## src/rtl/lgn_pkg.sv

```systemverilog
// rtl/lgn_pkg.sv - shared constants and encodings for the LGN input loader
package lgn_pkg;

    localparam int INPUTS       = 256;
    localparam int BYTE_W       = 8;
    localparam int CNT_W        = 9;
    localparam int PACKED_BYTES = INPUTS / BYTE_W;
    localparam int GRAY_BYTES   = INPUTS;

    typedef enum logic {
        LOAD = 1'b0,
        DONE = 1'b1
    } state_t;

    typedef enum logic {
        MODE_PACKED = 1'b0,
        MODE_GRAY   = 1'b1
    } mode_t;

endpackage

```

## src/rtl/lgn_pixel_binarizer.sv

```systemverilog
// rtl/lgn_pixel_binarizer.sv - grayscale pixel to one bit, unsigned compare against threshold
module lgn_pixel_binarizer #(
    parameter int BYTE_W = 8
) (
    input  logic [BYTE_W-1:0] pixel,
    input  logic [BYTE_W-1:0] threshold,
    output logic              bit_out
);

    assign bit_out = (pixel >= threshold);

endmodule

```

## src/rtl/lgn_input_loader.sv

```systemverilog
// rtl/lgn_input_loader.sv - byte-serial image assembler feeding the logic-gate network
module lgn_input_loader #(
    parameter int INPUTS = lgn_pkg::INPUTS,
    parameter int BYTE_W = lgn_pkg::BYTE_W,
    parameter int CNT_W  = lgn_pkg::CNT_W
) (
    input  logic              clk,
    input  logic              rst_n,
    input  logic              wr_en,
    input  logic [BYTE_W-1:0] wr_data,
    input  logic              frame_start,
    input  logic              mode,
    input  logic [BYTE_W-1:0] threshold,
    output logic [INPUTS-1:0] x_out,
    output logic              x_valid,
    output logic              busy,
    output logic [CNT_W-1:0]  fill_count,
    output logic              overflow
);

    import lgn_pkg::*;

    localparam logic [CNT_W-1:0] PACKED_LAST = CNT_W'(INPUTS / BYTE_W - 1);
    localparam logic [CNT_W-1:0] GRAY_LAST   = CNT_W'(INPUTS - 1);

    state_t             state_q, state_d;
    mode_t              mode_q, mode_d, eff_mode;
    logic [INPUTS-1:0]  x_q, x_d, base_x, shifted;
    logic [CNT_W-1:0]   cnt_q, cnt_d, base_cnt, last_idx;
    logic               ovf_q, ovf_d;
    logic               pix_bit;

    lgn_pixel_binarizer #(
        .BYTE_W (BYTE_W)
    ) u_binarizer (
        .pixel     (wr_data),
        .threshold (threshold),
        .bit_out   (pix_bit)
    );

    always_ff @(posedge clk or negedge rst_n) begin
        if (!rst_n) begin
            state_q <= LOAD;
            mode_q  <= MODE_PACKED;
            x_q     <= '0;
            cnt_q   <= '0;
            ovf_q   <= 1'b0;
        end else begin
            state_q <= state_d;
            mode_q  <= mode_d;
            x_q     <= x_d;
            cnt_q   <= cnt_d;
            ovf_q   <= ovf_d;
        end
    end

    assign last_idx = (mode_q == MODE_GRAY) ? GRAY_LAST : PACKED_LAST;

    // A byte arriving with frame_start shifts into a cleared image, so the
    // shift source and mode are taken from the fresh-frame values in that case.
    always_comb begin
        state_d  = state_q;
        mode_d   = mode_q;
        x_d      = x_q;
        cnt_d    = cnt_q;
        ovf_d    = ovf_q;
        base_x   = x_q;
        base_cnt = cnt_q;
        eff_mode = mode_q;

        if (frame_start) begin
            base_x   = '0;
            base_cnt = '0;
            eff_mode = mode_t'(mode);
            state_d  = LOAD;
            mode_d   = mode_t'(mode);
            x_d      = '0;
            cnt_d    = '0;
            ovf_d    = 1'b0;
        end

        if (eff_mode == MODE_GRAY) begin
            shifted = {base_x[INPUTS-2:0], pix_bit};
        end else begin
            shifted = {base_x[INPUTS-BYTE_W-1:0], wr_data};
        end

        if (wr_en) begin
            if (frame_start || state_q == LOAD) begin
                x_d   = shifted;
                cnt_d = base_cnt + CNT_W'(1);
                if (!frame_start && cnt_q == last_idx) begin
                    state_d = DONE;
                end
            end else begin
                ovf_d = 1'b1;
            end
        end
    end

    assign x_out      = x_q;
    assign x_valid    = (state_q == DONE);
    assign busy       = (state_q == LOAD) && (cnt_q != '0);
    assign fill_count = cnt_q;
    assign overflow   = ovf_q;

endmodule

```

## config.mk

```make
export PLATFORM = sky130hd
export DESIGN_NAME = lgn_input_loader
export DESIGN_NICKNAME = d
export VERILOG_FILES = /design/src/rtl/lgn_pkg.sv /design/src/rtl/lgn_pixel_binarizer.sv /design/src/rtl/lgn_input_loader.sv
export SDC_FILE = /design/constraint.sdc
export NUM_CORES = 1
export LEC_CHECK = 0
export CAP_MARGIN = 30
export CORE_UTILIZATION = 45
export DETAILED_ROUTE_END_ITERATION = 10
export GPL_ROUTABILITY_DRIVEN = 0
export PLACE_DENSITY = 0.72
export SLEW_MARGIN = 5
export SYNTH_ARGS = -nofsm -noshare
export SYNTH_HDL_FRONTEND = slang
export SYNTH_SLANG_ARGS = --single-unit
```

## constraint.sdc

```tcl
create_clock -name clk -period 2.2 [get_ports clk]
set_clock_uncertainty 0.1 [all_clocks]
set_input_delay 0.44 -clock clk [delete_from_list [all_inputs] [get_ports clk]]
set_output_delay 0.44 -clock clk [all_outputs]
set_load 0.005 [all_outputs]
```

==> results.sh <==
export IMPL_min_from="frame_start"
export IMPL_seq_area_mm2=0.00672
export IMPL_drcViolationCount=0
export IMPL_fmax_mhz=465
export IMPL_initial_core_util_pct=45.8
export IMPL_ys_seq_elements=268
export IMPL_first_pass_iters=4
export IMPL_grt_pass1_vias=10300
export IMPL_h_tree_depth=1
export IMPL_multi_input_area_mm2=0.00633
export IMPL_drt_wl_total_um=36900
export IMPL_post_route_min_period_ps=2150
export IMPL_core_area_mm2=0.0297
export IMPL_peakVddDrop_mv=0.593
export IMPL_routed_via_density=5.60
export IMPL_grt_use_total_pct=23.5
export IMPL_hold_viol_final=0
export IMPL_r2r_slack_ps=420
export IMPL_rows=63
export IMPL_path_clk_slew_ps=60
export IMPL_drive_above_1_share_pct=13.5
export IMPL_whs_path_depth=2
export IMPL_finalSetupViolations=0
export IMPL_final_util_pct=61.6
export IMPL_nNetsFinal=1522
export IMPL_syn_nets=1258
export IMPL_grt_ovfl_total=0
export IMPL_ioPinCount=289
export IMPL_instances_no_fill=1906
export IMPL_grt_max_degree=94
export IMPL_hold_class="in2reg"
export IMPL_start_kind="register"
export IMPL_ant_nets=0
export IMPL_status="finished, final reports clean"
export IMPL_ys_warn_count=0
export IMPL_vias=10700
export IMPL_rsz0062_at_grt="yes"
export IMPL_drtIter0Drc=773
export IMPL_netlist_instances=1228
export IMPL_path_max_fanout=2
export IMPL_antenna_cells=0
export IMPL_worstPathArrival_ps=1610
export IMPL_hold_end="x_out[65]"
export IMPL_syn_area_per_cell_um2=11.1
export IMPL_clock_latency_ps=550
export IMPL_dieArea_mm2=0.0309
export IMPL_leakage_nw=8.04
export IMPL_cts_tree="done"
export IMPL_rr_worst_depth=4
export IMPL_crit_path_end_kind="primary output"
export IMPL_hpwlAfterDp_um=24700
export IMPL_required_ps=1660
export IMPL_rr_endpoint="x_out[176]"
export IMPL_dp_cells=1847
export IMPL_clk_path_buf_depth=3
export IMPL_powerDensity_mw_per_mm2=739
export IMPL_fillers=2405
export IMPL_cts_buffers=30
export IMPL_maxSlewViolCount=0
export IMPL_antenna_found_initial=0
export IMPL_tightest_slew_ps=655
export IMPL_clockRootBuffer="clkbuf_16"
export IMPL_rr_startpoint="mode_q"
export IMPL_setup_tns_final_ps=0
export IMPL_slew_limit_headroom_pct=56.3
export IMPL_drt_wirelength_per_cell_um=19.3
export IMPL_synth_distinct_cells=35
export IMPL_die_w_um=176
export IMPL_maxCapViolCount=0
export IMPL_synth_seq_area_share_pct=49.3
export IMPL_die_h_um=176
export IMPL_holdWs_ps=101
export IMPL_numPortBuffers=288
export IMPL_numClockSinks=268
export IMPL_crit_type="reg2out"
export IMPL_grt_pass1_wl_um=58900
export IMPL_area_growth_pct=34.6
export IMPL_fin_crit_sh_pct=97.7
export IMPL_synthesis_area_mm2=0.0136
where the power goes:
part / internal, mW / switching (mW) / total, mW
sequential: 5.25 / 0.442 / 5.69
combinational: 1.31 / 1.15 / 2.46
clock: 3.29 / 2.10 / 5.39
registers in the layout, summed over array words and instances (netlist names):
name,count
fill_count,9
x_out,256
x_valid,1
mode_q,1
overflow,1
cell usage in the layout, fill, tap and decap left out, types with 11 or more instances in the layout:
master	synthesis	final
inv_1	11	11
buf_4	8	29
mux2i_1	251	251
clkbuf_16	0	31
nor2_1	254	254
a211oi_1	169	169
a211oi_2	80	80
nand2_1	13	13
clkinv_2	0	11
clkdlybuf4s50_1	0	283
dfrtp_1	268	263
buf_12	0	28
worst max-delay path, stage by stage, from the launching register on:
cell	delay (ps)
dfrtp_1	380
buf_4	140
nor4_4	260
a31oi_1	120
clkbuf_2	160
cells in the mapped netlist (all sizes together):
cell	instances	share of area [%]
a2111oi	1	0.064
a211oi	249	17
a21oi	2	0.074
a221o	1	0.074
a22o	2	0.13
a22oi	7	0.39
a31oi	2	0.092
and2	3	0.14
and3b	1	0.064
and4b	1	0.074
buf	87	3.3
clkbuf	27	0.74
dfrtp	268	49
ha	9	0.83
inv	11	0.30
mux2i	251	18
nand2	13	0.36
nand2b	2	0.15
nand3	2	0.074
nand4	4	0.18
nor2	255	7.1
nor2b	8	0.37
nor3	2	0.074
nor4	2	0.092
o21ai	9	0.33
o22ai	1	0.046
o41ai	1	0.064
xnor2	5	0.32
xor2	2	0.13
cell families after synthesis:
kind of cell	synth area share (%)
AND/OR/NAND/NOR	8.63
adder cells (fa/ha/maj)	0.828
multiplexers	18.5
flip-flops	49.3
XOR/XNOR	0.451
AO/OA/AOI/OAI	17.9
buffers and inverters	4.40
how the worst max path moves through the flow:
stage	start	end	slack, ps	cells past startpoint
floorplan	threshold[5]	x_out[0]	500	6
global placement	threshold[5]	x_out[0]	-50	7
detailed placement	threshold[5]	x_out[0]	-120	7
CTS	fill_count[0]	busy	-10	3
global route	fill_count[1]	busy	-60	4
finish	fill_count[1]	busy	50	4
routing by layer:
metal	vias up	wire, um	GRT usage [%]
met5	-	0	0
li1	5025	-	-
met3	45	2210	4.44
met1	5304	17200	34.0
met4	0	608	5.18
met2	303	16800	36.4
cell type report:
type | instances | share of cell area (%)
clock buffer | 37 | 4.58
clock inverter | 19 | 1.27
inverter | 11 | 0.225
multi-input combinational | 835 | 34.5
sequential | 268 | 36.7
tap | 390 | 2.66
timing repair buffer | 346 | 20.1
through the flow:
stage	setup slack, ps	power [mW]	area, um2
after global routing	-59.1	14.1	18300
after CTS	-10.9	13.7	18300
after floorplan	503	6.95	13600
final	51.4	13.5	18300
after global placement	-49.1	8.18	17200
after detailed placement	-119	8.23	17200
repair_timing:
item / 4_1_cts / 5_1_grt
hold buffers: 1 / 0
pin swaps: 0 / 1
hold endpoints to repair: 59 / 0
setup buffers: 0 / 2
gates resized for setup: 5 / 7
endpoints found under the setup margin: 2 / 3
(Power assumes the default switching activity.)
